<file path="config.mk">
export PLATFORM = sky130hd
export DESIGN_NAME = fetch_decode_reg
export DESIGN_NICKNAME = d
export VERILOG_FILES = /design/src/rtl/pipe_pkg.sv /design/src/rtl/imm_detect.sv /design/src/rtl/fetch_decode_reg.sv
export SDC_FILE = /design/constraint.sdc
export NUM_CORES = 1
export LEC_CHECK = 0
export BUFFER_PORTS_ARGS = -buffer_cell sky130_fd_sc_hd__buf_2
export CAP_MARGIN = 20
export CORE_MARGIN = 2
export CORE_UTILIZATION = 28
export DETAILED_ROUTE_END_ITERATION = 8
export PLACE_DENSITY = 0.53
export SLEW_MARGIN = 20
export SYNTH_ARGS = -nofsm -noshare
export SYNTH_HDL_FRONTEND = slang
export SYNTH_SLANG_ARGS = --single-unit
export TNS_END_PERCENT = 30
</file>
<file path="constraint.sdc">
create_clock -name clk -period 1.9 [get_ports clk]
set_clock_uncertainty 0.05 [all_clocks]
set_input_delay 0.38 -clock clk [delete_from_list [all_inputs] [get_ports clk]]
set_output_delay 0.38 -clock clk [all_outputs]
set_load 0.02 [all_outputs]
</file>
<file path="src/rtl/pipe_pkg.sv">
// Shared IF/ID definitions: FSM states, opcode-class field layout and the
// registered bundle handed from the IF/ID register to Decode and ID/EX.
package pipe_pkg;

  typedef enum logic {
    S_OP  = 1'b0,
    S_IMM = 1'b1
  } state_e;

  localparam logic [15:0] NOP_WORD    = 16'h0000;
  localparam int          OPCLASS_MSB = 15;
  localparam int          OPCLASS_LSB = 14;
  localparam logic [1:0]  IMM_CLASS   = 2'b11;

  typedef struct packed {
    logic [15:0] instr;
    logic [15:0] imm;
    logic [31:0] pc;
    logic [31:0] next_pc;
    logic        has_imm;
    logic        valid;
  } ifid_bundle_t;

  function automatic logic [1:0] opclass(input logic [15:0] word);
    return word[OPCLASS_MSB:OPCLASS_LSB];
  endfunction

endpackage

</file>
<file path="src/rtl/imm_detect.sv">
// Flags opcode words that are followed by a 16-bit immediate word.
// Purely combinational so Decode can reuse it for hazard counting.
module imm_detect
  import pipe_pkg::opclass;
#(
  parameter logic [1:0] IMM_CLASS = pipe_pkg::IMM_CLASS
) (
  input  logic [15:0] instruction,
  output logic        needsImm
);

  assign needsImm = (opclass(instruction) == IMM_CLASS);

endmodule

</file>
<file path="src/rtl/fetch_decode_reg.sv">
// IF/ID pipeline register: assembles opcode+immediate pairs from consecutive
// fetched words and applies stall and flush. All outputs are registered.
module fetch_decode_reg
  import pipe_pkg::state_e;
  import pipe_pkg::S_OP;
  import pipe_pkg::S_IMM;
  import pipe_pkg::ifid_bundle_t;
#(
  parameter logic [15:0] NOP_WORD  = pipe_pkg::NOP_WORD,
  parameter logic [1:0]  IMM_CLASS = pipe_pkg::IMM_CLASS
) (
  input  logic        clk,
  input  logic        rst,
  input  logic        stall,
  input  logic        flush,
  input  logic [15:0] instruction,
  input  logic [31:0] samePc,
  input  logic [31:0] nextPc,
  output logic [15:0] instrOut,
  output logic [15:0] immOut,
  output logic [31:0] pcOut,
  output logic [31:0] nextPcOut,
  output logic        hasImm,
  output logic        validOut
);

  localparam ifid_bundle_t BUBBLE = '{
    instr:   NOP_WORD,
    imm:     16'h0000,
    pc:      32'h0,
    next_pc: 32'h0,
    has_imm: 1'b0,
    valid:   1'b0
  };

  state_e       r_state;
  logic [15:0]  r_held_instr;
  logic [31:0]  r_held_pc;
  ifid_bundle_t r_out;
  logic         w_needs_imm;

  imm_detect #(
    .IMM_CLASS(IMM_CLASS)
  ) u_imm_detect (
    .instruction(instruction),
    .needsImm   (w_needs_imm)
  );

  always_ff @(posedge clk) begin
    if (rst || flush) begin
      // Flush behaves like reset so a half-assembled instruction is dropped.
      r_state      <= S_OP;
      r_held_instr <= '0;
      r_held_pc    <= '0;
      r_out        <= BUBBLE;
    end else if (!stall) begin
      case (r_state)
        S_OP: begin
          if (w_needs_imm) begin
            r_held_instr <= instruction;
            r_held_pc    <= samePc;
            r_out        <= BUBBLE;
            r_state      <= S_IMM;
          end else begin
            r_out <= '{
              instr:   instruction,
              imm:     16'h0000,
              pc:      samePc,
              next_pc: nextPc,
              has_imm: 1'b0,
              valid:   1'b1
            };
          end
        end
        S_IMM: begin
          // This word is immediate data and is never looked at as an opcode.
          r_out <= '{
            instr:   r_held_instr,
            imm:     instruction,
            pc:      r_held_pc,
            next_pc: nextPc,
            has_imm: 1'b1,
            valid:   1'b1
          };
          r_state <= S_OP;
        end
        default: r_state <= S_OP;
      endcase
    end
  end

  assign instrOut  = r_out.instr;
  assign immOut    = r_out.imm;
  assign pcOut     = r_out.pc;
  assign nextPcOut = r_out.next_pc;
  assign hasImm    = r_out.has_imm;
  assign validOut  = r_out.valid;

endmodule

</file>
; Word level (Yosys, flattened, before mapping)
; Cells that the tools add are included.
[totals]
in_bits = 84
elab_cells = 18
register_bits = 147
out_inout_bits = 98
[classes]
eq_ne = 1
reduce_logical = 2
n_mux = 4
n_bitwise = 2
[op_table]
columns = op, n
row1 = $pmux W98 S2, 1
row2 = $mux W98, 1
row3 = $reduce_and A3 Y1, 1
row4 = $eq A2 B2 Y1 const B, 1
row5 = $not A1 Y1, 2
row6 = $pmux W1 S2, 1
row7 = $logic_or A1 B1 Y1, 1
row8 = $mux W1, 1

; Longest topological paths before layout
; Gate-level depths: netlist (run 1).
[depth]
word_depth = 3
depth_mapped = 6
depth_no_buf = 3

; Hierarchy
; A second synthesis (run 1) with hierarchy kept.
[unflattened]
hier_cells = 623
area_unflattened_um2 = 5609.1
[modules_own_cells]
columns = mod, cells_per_inst, n_inst, area_each_um2
row1 = fetch_decode_reg, 622, 1, 5602.9
row2 = imm_detect, 1, 1, 6.3

; Worst setup path before layout (run 1)
; OpenSTA, ideal clock, no wires.
[synth_path]
path_kind = input -> register
startpoint = input port stall
endpoint = register r_held_instr[0]
arrival_ns = 1.497
path_slack_ns = 0.294
stages = 6
path_buffers = 3
cell_sequence = buf_6 and4bb_1 buf_6 nor3b_4 buf_6 a22o_1
[synth_via]
elab_chain_len = 2
[synth_rtl]
columns = item, line
row1 = start: declaration, fetch_decode_reg.sv:14  ; input logic stall,
row2 = $not A1 Y1 (no source line), --
row3 = $reduce_and A3 Y1 (no source line), --
row4 = end signal: assignment, fetch_decode_reg.sv:60  ; r_held_instr <= instruction;
row5 = end: declaration, fetch_decode_reg.sv:37  ; logic [15:0] r_held_instr;
; Every way passes these cells.
; A chain may end at the register's enable or synchronous reset.

; Worst setup path in the final report (run 1)
[layout_path]
startpoint = register r_state
endpoint = register r_out, in the netlist nextPcOut[24]
[layout_via]
elab_chain_len = 2
[layout_rtl]
columns = item, line
row1 = start: declaration, fetch_decode_reg.sv:36  ; state_e r_state;
row2 = start signal: assignment, fetch_decode_reg.sv:52  ; r_state <= S_OP;
row3 = start signal: assignment, fetch_decode_reg.sv:63  ; r_state <= S_IMM;
row4 = start signal: assignment, fetch_decode_reg.sv:85  ; r_state <= S_OP;
row5 = $not A1 Y1 (no source line), --
row6 = $pmux W98 S2 *, fetch_decode_reg.sv:57  ; case (r_state)
row7 = end signal: assignment, fetch_decode_reg.sv:65  ; r_out <= '{
row8 = end signal: assignment, fetch_decode_reg.sv:77  ; r_out <= '{
row9 = end: declaration, fetch_decode_reg.sv:39  ; ifid_bundle_t r_out;
; Every way passes the cells marked *; elsewhere a longest branch is shown, timed or not.

==> metrics.md, run 1 <==
| Metric | Value |
|---|---|
| Final hold viol count | `0` |
| Chip width | `140 um` |
| Gpl congestion | `0.771` |
| PwrDens | `1070 nW/um2` |
| H-tree depth | `4` |
| # Max-Cap Violations | `0` |
| Worst EP required | `2.18 ns` |
| Initial Utilization | `28.8%` |
| # setup viols final | `0` |
| Slack of the worst reg-to-reg path | `0.23 ns` |
| Die height | `140 um` |
| Total core area | `18,100 um2` |
| Worst-Margin Slew | `0.515 ns` |
| Synth cell count leaders | `147 x dfxtp_1, 58 x nor2_1, 56 x nand2_1` |
| Routed WL | `15,300 um` |
| CTS Hold Bufs | `0` |
| Post-Layout Inst Area | `7010 um2` |
| XOR/XNOR Fraction of Synth Area | `0%` |
| Post-Syn Nets | `602` |
| FF-to-FF path depth | `5` |
| Async set-reset flop share out of synthesis | `0%` |
| Slew HR | `65.7%` |
| Worst r2r dst | `nextPcOut[24]$_SDFFE_PP0N_` |
| Status | `finished, final reports clean` |
| Wire length of the first global-routing pass | `24,000 um` |
| Static Leak | `2.93 nW` |
| Cell family with the largest share of critical-path delay | `buffers and inverters` |
| HP Class | `primary input to flip-flop` |
| CTS root buffer | `clkbuf_16` |
| First drt pass iteration count | `8` |
| Crit path DAT | `1.96 ns` |
| Postcts setup bufs | `0` |
| Area Overhead vs Synth | `34.5%` |
| Setup TNS | `0 ns` |
| Register area share after synthesis | `56.5%` |
| Cell Area, Placed | `6350 um2` |
| Top FF cell, synth | `dfxtp_1` |
| RSZ-0062 raised after global routing | `false` |
| Yosys warnings | `0` |
| Hold depth | `2` |
| Worst skew pair latency | `0.41 ns` |
| Top-area cell type share of the netlist area | `56.5%` |
| Vias in the first global route | `4,510` |
| Largest area contributor in the netlist | `dfxtp_1` |
| IO Port Bufs | `181` |
| Clock Pin Slew Worst Setup and Hold Paths | `0.06 ns` |
| Dpl hpwl | `10000 um` |
| Hold Startpoint | `samePc[7]` |
| Critical Path Sink Type | `flip-flop` |
| Design Power | `7.50 mW` |
| Grt ovf | `0` |
| Worst reg2reg path startpoint | `r_state$_SDFFE_PP0N_` |
| Largest net degree at the start of global routing | `103` |
| Vias per inst | `5.14` |
| Crit path launch type | `flip-flop` |
| Worst setup path category | `flip-flop to flip-flop` |
| Die area | `19,700 um2` |
| Layout cells sized above 1 | `33.3%` |
| CP Cell Sequence | `buf_4 -> nand3b_1 -> buf_4 -> nand3b_1 -> a21oi_1` |
| Crit path max fanout | `32` |
| Syn Area/Cell | `10.1 um2` |
| Slowest stage delay, CP | `0.48 ns` |
| Antenna violations before repair | `1` |
| Count of cell types in the netlist | `23` |
| Fin crit period | `1.67 ns` |
| Rows | `49` |
| Mapped Cells | `518` |
| EDFF count, synth | `0` |
| WL/cell | `16.6 um` |
| Post-synthesis mux area share | `0.768%` |
| Maximum clock rate | `0.597 GHz` |
| Vias post-DR | `4,741` |
| Final nets | `766` |
| Clk sink count | `147` |
| Area contributors post-synth | `dfxtp_1 56%, a222oi_1 7.3%, a22o_1 7.1%, nand3b_1 7.1%, nor2_1 4.2%` |
| Layout fillers | `1,761` |
| CTS max path bufs | `2` |
| I/O Pins | `182` |
| Top-count cell post-synth | `dfxtp_1` |
| Seq cells post-synth | `147` |
| Synthesized area | `5210 um2` |
| Post_cts resized | `0` |
| GRT Resource Usage Total | `15.3%` |
| Remaining antenna violation count | `0` |
| Max rail drop VDD | `632 uV` |
| DRC | `0` |
| Hold endpoint | `r_held_pc[7]$_SDFFE_PP0P_` |
| Largest family of logic cells by synthesized area | `compound AO/OA/AOI/OAI gates` |
| Max-slew violations | `0` |
| Adder-Cell Fraction of Synth Area | `0%` |
| Initial DRC Count | `416` |
| CP bufs+invs | `2` |
| CP max stage cell | `dfxtp_1` |
| Clock tree from TritonCTS | `done` |
| TritonCTS buffer count | `17` |
| Simple-gate share of the synthesized area | `16.7%` |
| Synth Area in Compound Gates | `21.2%` |
| Period utilisation layout | `88.1%` |
[power by group]
| group | switching [mW] | internal, mW |
|---|---|---|
| Clock | 1.26 | 2.48 |
| Combinational | 0.341 | 0.230 |
| Sequential | 0.0353 | 3.15 |
[stage by stage]
step	util (%)	hold WS [ns]	cells	setup slack, ns
floorplan	-	0.391	518	0.294
global placement	35.1	0.398	892	0.198
detailed placement	35.1	0.403	892	0.165
CTS	38.7	0.127	922	0.195
global route	38.7	0.137	922	0.0610
finish	38.7	0.153	923	0.225
[cells by family after synthesis]
family,Yosys count
AO/OA/AOI/OAI,142
multiplexers,4
AND/OR/NAND/NOR,172
buffers and inverters,53
flip-flops,147
[registers in the layout, summed over array words and instances (netlist names)]
name,cells
hasImm,1
immOut,16
instrOut,16
nextPcOut,32
pcOut,32
r_held_instr,16
r_held_pc,32
r_state,1
validOut,1
[cells in the final DEF (no fill, tap or decap), types with 2 or more instances in the layout]
master	Yosys	final
a22o_1	42	42
a222oi_1	38	38
bufinv_16	0	6
mux2i_1	4	4
a31oi_1	8	8
buf_4	0	13
clkbuf_1	35	2
dfxtp_1	147	147
a22oi_1	8	8
nor3_1	2	2
clkbuf_16	0	17
buf_2	8	180
nor2b_1	3	2
a21oi_1	43	43
a221oi_1	2	2
nor2_1	58	57
nand3b_1	49	49
nand2_1	56	56
clkinv_2	0	2
buf_12	0	4
[final cells by class]
class	instances	area [um2]	share of cell area, %
Clock inverter	10	206	2.95
Clock buffer	20	447	6.37
Antenna cell	1	2.50	0.0357
Multi-Input combinational cell	318	2040	29.1
Inverter	1	3.75	0.0536
Tap cell	229	287	4.09
Sequential cell	147	2940	42.0
Timing Repair Buffer	197	1080	15.4
[routing by layer]
metal | routed length [um] | vias up | track usage [%] | part of all wire (%)
li1 | - | 2238 | - | -
met1 | 6870 | 2277 | 20.4 | 45
met2 | 6920 | 212 | 23.3 | 45
met3 | 1360 | 14 | 4.96 | 8.9
met4 | 181 | 0 | 5.48 | 1.2
met5 | 0 | - | 0 | 0
[worst max path at each step]
stage                          from  cells past startpoint                            to  slack (ns)
3_5_place_dp                  stall                      6         pcOut[2]$_SDFFE_PP0N_        0.16
5_1_grt        r_state$_SDFFE_PP0N_                      5    nextPcOut[27]$_SDFFE_PP0N_        0.06
3_3_place_gp        instruction[14]                      5    r_held_pc[11]$_SDFFE_PP0P_        0.20
6_report       r_state$_SDFFE_PP0N_                      5    nextPcOut[24]$_SDFFE_PP0N_        0.23
4_1_cts        r_state$_SDFFE_PP0N_                      5    nextPcOut[16]$_SDFFE_PP0N_        0.19
2_1_floorplan                 stall                      6  r_held_instr[0]$_SDFFE_PP0P_        0.29
Note: power is estimated with default switching activity, not from simulation.
==> run 2: changes to the inputs <==
Settings changed: CAP_MARGIN 20 to unset, CORE_MARGIN 2 to 1.5, SETUP_SLACK_MARGIN set to 0.2.
==> metrics.md, run 2 (synthesized netlist as in run 1, its figures left out) <==
| Metric | Value |
|---|---|
| Fin crit period | `1.68 ns (+0.00102 ns)` |
| # Max-Cap Violations | `0 (unchanged)` |
| Slew HR | `58.3% (-7.4 points)` |
| Clock Pin Slew Worst Setup and Hold Paths | `0.06 ns (about the same)` |
| Crit path max fanout | `15 (-53%)` |
| IO Port Bufs | `181 (unchanged)` |
| Worst skew pair latency | `0.42 ns (about the same)` |
| GRT Resource Usage Total | `15.5% (+0.13 points)` |
| CTS max path bufs | `2 (unchanged)` |
| Layout cells sized above 1 | `34.4% (+1.0 points)` |
| Cell Area, Placed | `6350 um2 (about the same)` |
| Layout fillers | `1,815 (+3.1%)` |
| Met2 WL | `6790 um (-1.9%)` |
| DR top layer | `met4` |
| Total core area | `18,100 um2 (unchanged)` |
| HP Class | `primary input to flip-flop` |
| Post-Layout Inst Area | `7040 um2 (+0.52%)` |
| Clock tree from TritonCTS | `done` |
| DRT met1 WL | `7060 um (+2.7%)` |
| Initial Utilization | `28.8% (unchanged)` |
| H-tree depth | `4 (unchanged)` |
| # setup viols final | `0 (unchanged)` |
| Number of diodes | `0 (-1)` |
| Grt ovf | `0 (unchanged)` |
| Worst EP required | `2.15 ns (-0.03 ns)` |
| Crit path DAT | `1.93 ns (-0.03 ns)` |
| Antenna violations before repair | `0 (-1)` |
| Worst-Margin Slew | `0.625 ns (+0.110 ns)` |
| Wire length of the first global-routing pass | `23,800 um (-1.1%)` |
| Critical Path Sink Type | `flip-flop` |
| Area Overhead vs Synth | `35.1%` |
| TritonCTS buffer count | `17 (unchanged)` |
| Max-slew violations | `0 (unchanged)` |
| Remaining antenna violation count | `0 (unchanged)` |
| Vias in the first global route | `4,477 (-0.73%)` |
| Rows | `49 (unchanged)` |
| PwrDens | `1020 nW/um2 (-4.3%)` |
| Die height | `139 um (-0.71%)` |
| Non-Filler Instances | `930 (+0.76%)` |
| Final nets | `772 (+0.78%)` |
| Placed Instances | `894 (+0.22%)` |
| RSZ-0062 raised after global routing | `true` |
| Met3 routed WL | `1490 um (+9.2%)` |
| Reg area | `2940 um2 (unchanged)` |
| DRC | `18 (+18)` |
| Worst setup path category | `flip-flop to flip-flop` |
| CTS root buffer | `clkbuf_16` |
| Final core utilization | `38.9% (+0.20 points)` |
| Status | `finished with violations` |
| Clk sink count | `147 (unchanged)` |
| Die area | `19,400 um2 (-1.4%)` |
| Vias post-DR | `4,681 (-1.3%)` |
| First drt pass iteration count | `9 (+1)` |
| Area taken by multi-input logic gates | `2050 um2 (+0.74%)` |
| Final hold viol count | `0 (unchanged)` |
| Gpl congestion | `0.752 (-2.4%)` |
| Period utilisation layout | `88.2% (about the same)` |
| Most frequent cells in the layout | `180 x buf_2, 147 x dfxtp_1, 57 x nor2_1` |
| I/O Pins | `182 (unchanged)` |
| Crit path launch type | `flip-flop` |
| Chip width | `139 um (-0.71%)` |
| Largest net degree at the start of global routing | `82 (-20%)` |
| Initial DRC Count | `392 (-5.8%)` |
| Maximum clock rate | `0.597 GHz (about the same)` |
| Dpl hpwl | `9710 um (-2.9%)` |
| WL/cell | `16.6 um (+0.13%)` |
| Static Leak | `2.94 nW (+0.29%)` |
| Routed WL | `15,500 um (+0.89%)` |
| Max rail drop VDD | `580 uV (-8.2%)` |
| Failing checks | `design-rule violations` |
| Leading cell type in the layout, fill and taps excluded | `buf_2` |
| Vias per inst | `5.03 (-2.0%)` |
run 2: changes by cell type in the layout (fill, tap and decap cells not counted), sizes merged:
cell,delta
clkbuf,+1
buf,+4
diode,-1
nor2,+1
inv,+2
clkinv,+1
bufinv,-3
clkinvlp,+2
run 2: stage by stage:
stage          TNS (ns)  power, mW  hold WS, ns  worst slack (ns)
2_1_floorplan         0       3.57        0.391             0.294
3_3_place_gp      -2.40       3.81        0.397           -0.0592
3_5_place_dp      -3.39       3.82        0.401           -0.0963
4_1_cts               0       7.30        0.122            0.0842
5_1_grt               0       7.51        0.127             0.183
6_report              0       7.21        0.145             0.224
run 2: final cells by class:
| type | instances | area share, % |
|---|---|---|
| clock inverters | 12 | 2.19 |
| repair buffers | 202 | 16.3 |
| clock buffers | 20 | 6.48 |
| multi-input cells | 319 | 29.2 |
| inverters | 1 | 0.0533 |
| well taps | 229 | 4.07 |
| flip-flops and latches | 147 | 41.8 |
run 2: worst max-delay path, cell delays in order, from the launching register on:
cell and delay, ns:
dfxtp_1 0.37, and4bb_4 0.28, buf_4 0.14, nor3b_4 0.14
buf_4 0.16, clkbuf_16 0.18, a22o_1 0.24
run 2: report_power, final:
part / leakage (nW) / internal, mW / switching, mW / total [mW]
clock: 0.293 / 2.14 / 1.31 / 3.45
sequential: 1.19 / 3.15 / 0.0342 / 3.18
combinational: 1.46 / 0.234 / 0.346 / 0.580
total: 2.94 / 5.52 / 1.69 / 7.21
run 2: path summary, 6_finish.rpt:
| path | start | endpoint | slack (ns) | depth (start not counted) |
|---|---|---|---|---|
| worst max-delay path | r_state$_SDFFE_PP0N_ | r_held_instr[0]$_SDFFE_PP0P_ | 0.22 | 6 |
| worst min-delay path | samePc[5] | r_held_pc[5]$_SDFFE_PP0P_ | 0.14 | 2 |
| worst max register to register | r_state$_SDFFE_PP0N_ | r_held_instr[0]$_SDFFE_PP0P_ | 0.22 | 6 |
| worst min register to register | immOut[13]$_SDFFE_PP0N_ | immOut[13]$_SDFFE_PP0N_ | 0.41 | 2 |
run 2: timing repair:
item,in CTS,in global routing
pin swaps,1,0
setup buffers,0,1
resized for setup,2,2
endpoints found under the setup margin,88,42
hold buffers,0,0
gates cloned,1,1
run 2: routing by layer:
metal / track usage (%) / vias up
met4: 4.20 / 0
met5: 0 / -
met2: 23.7 / 209
met1: 20.1 / 2214
li1: - / 2249
met3: 6.19 / 9
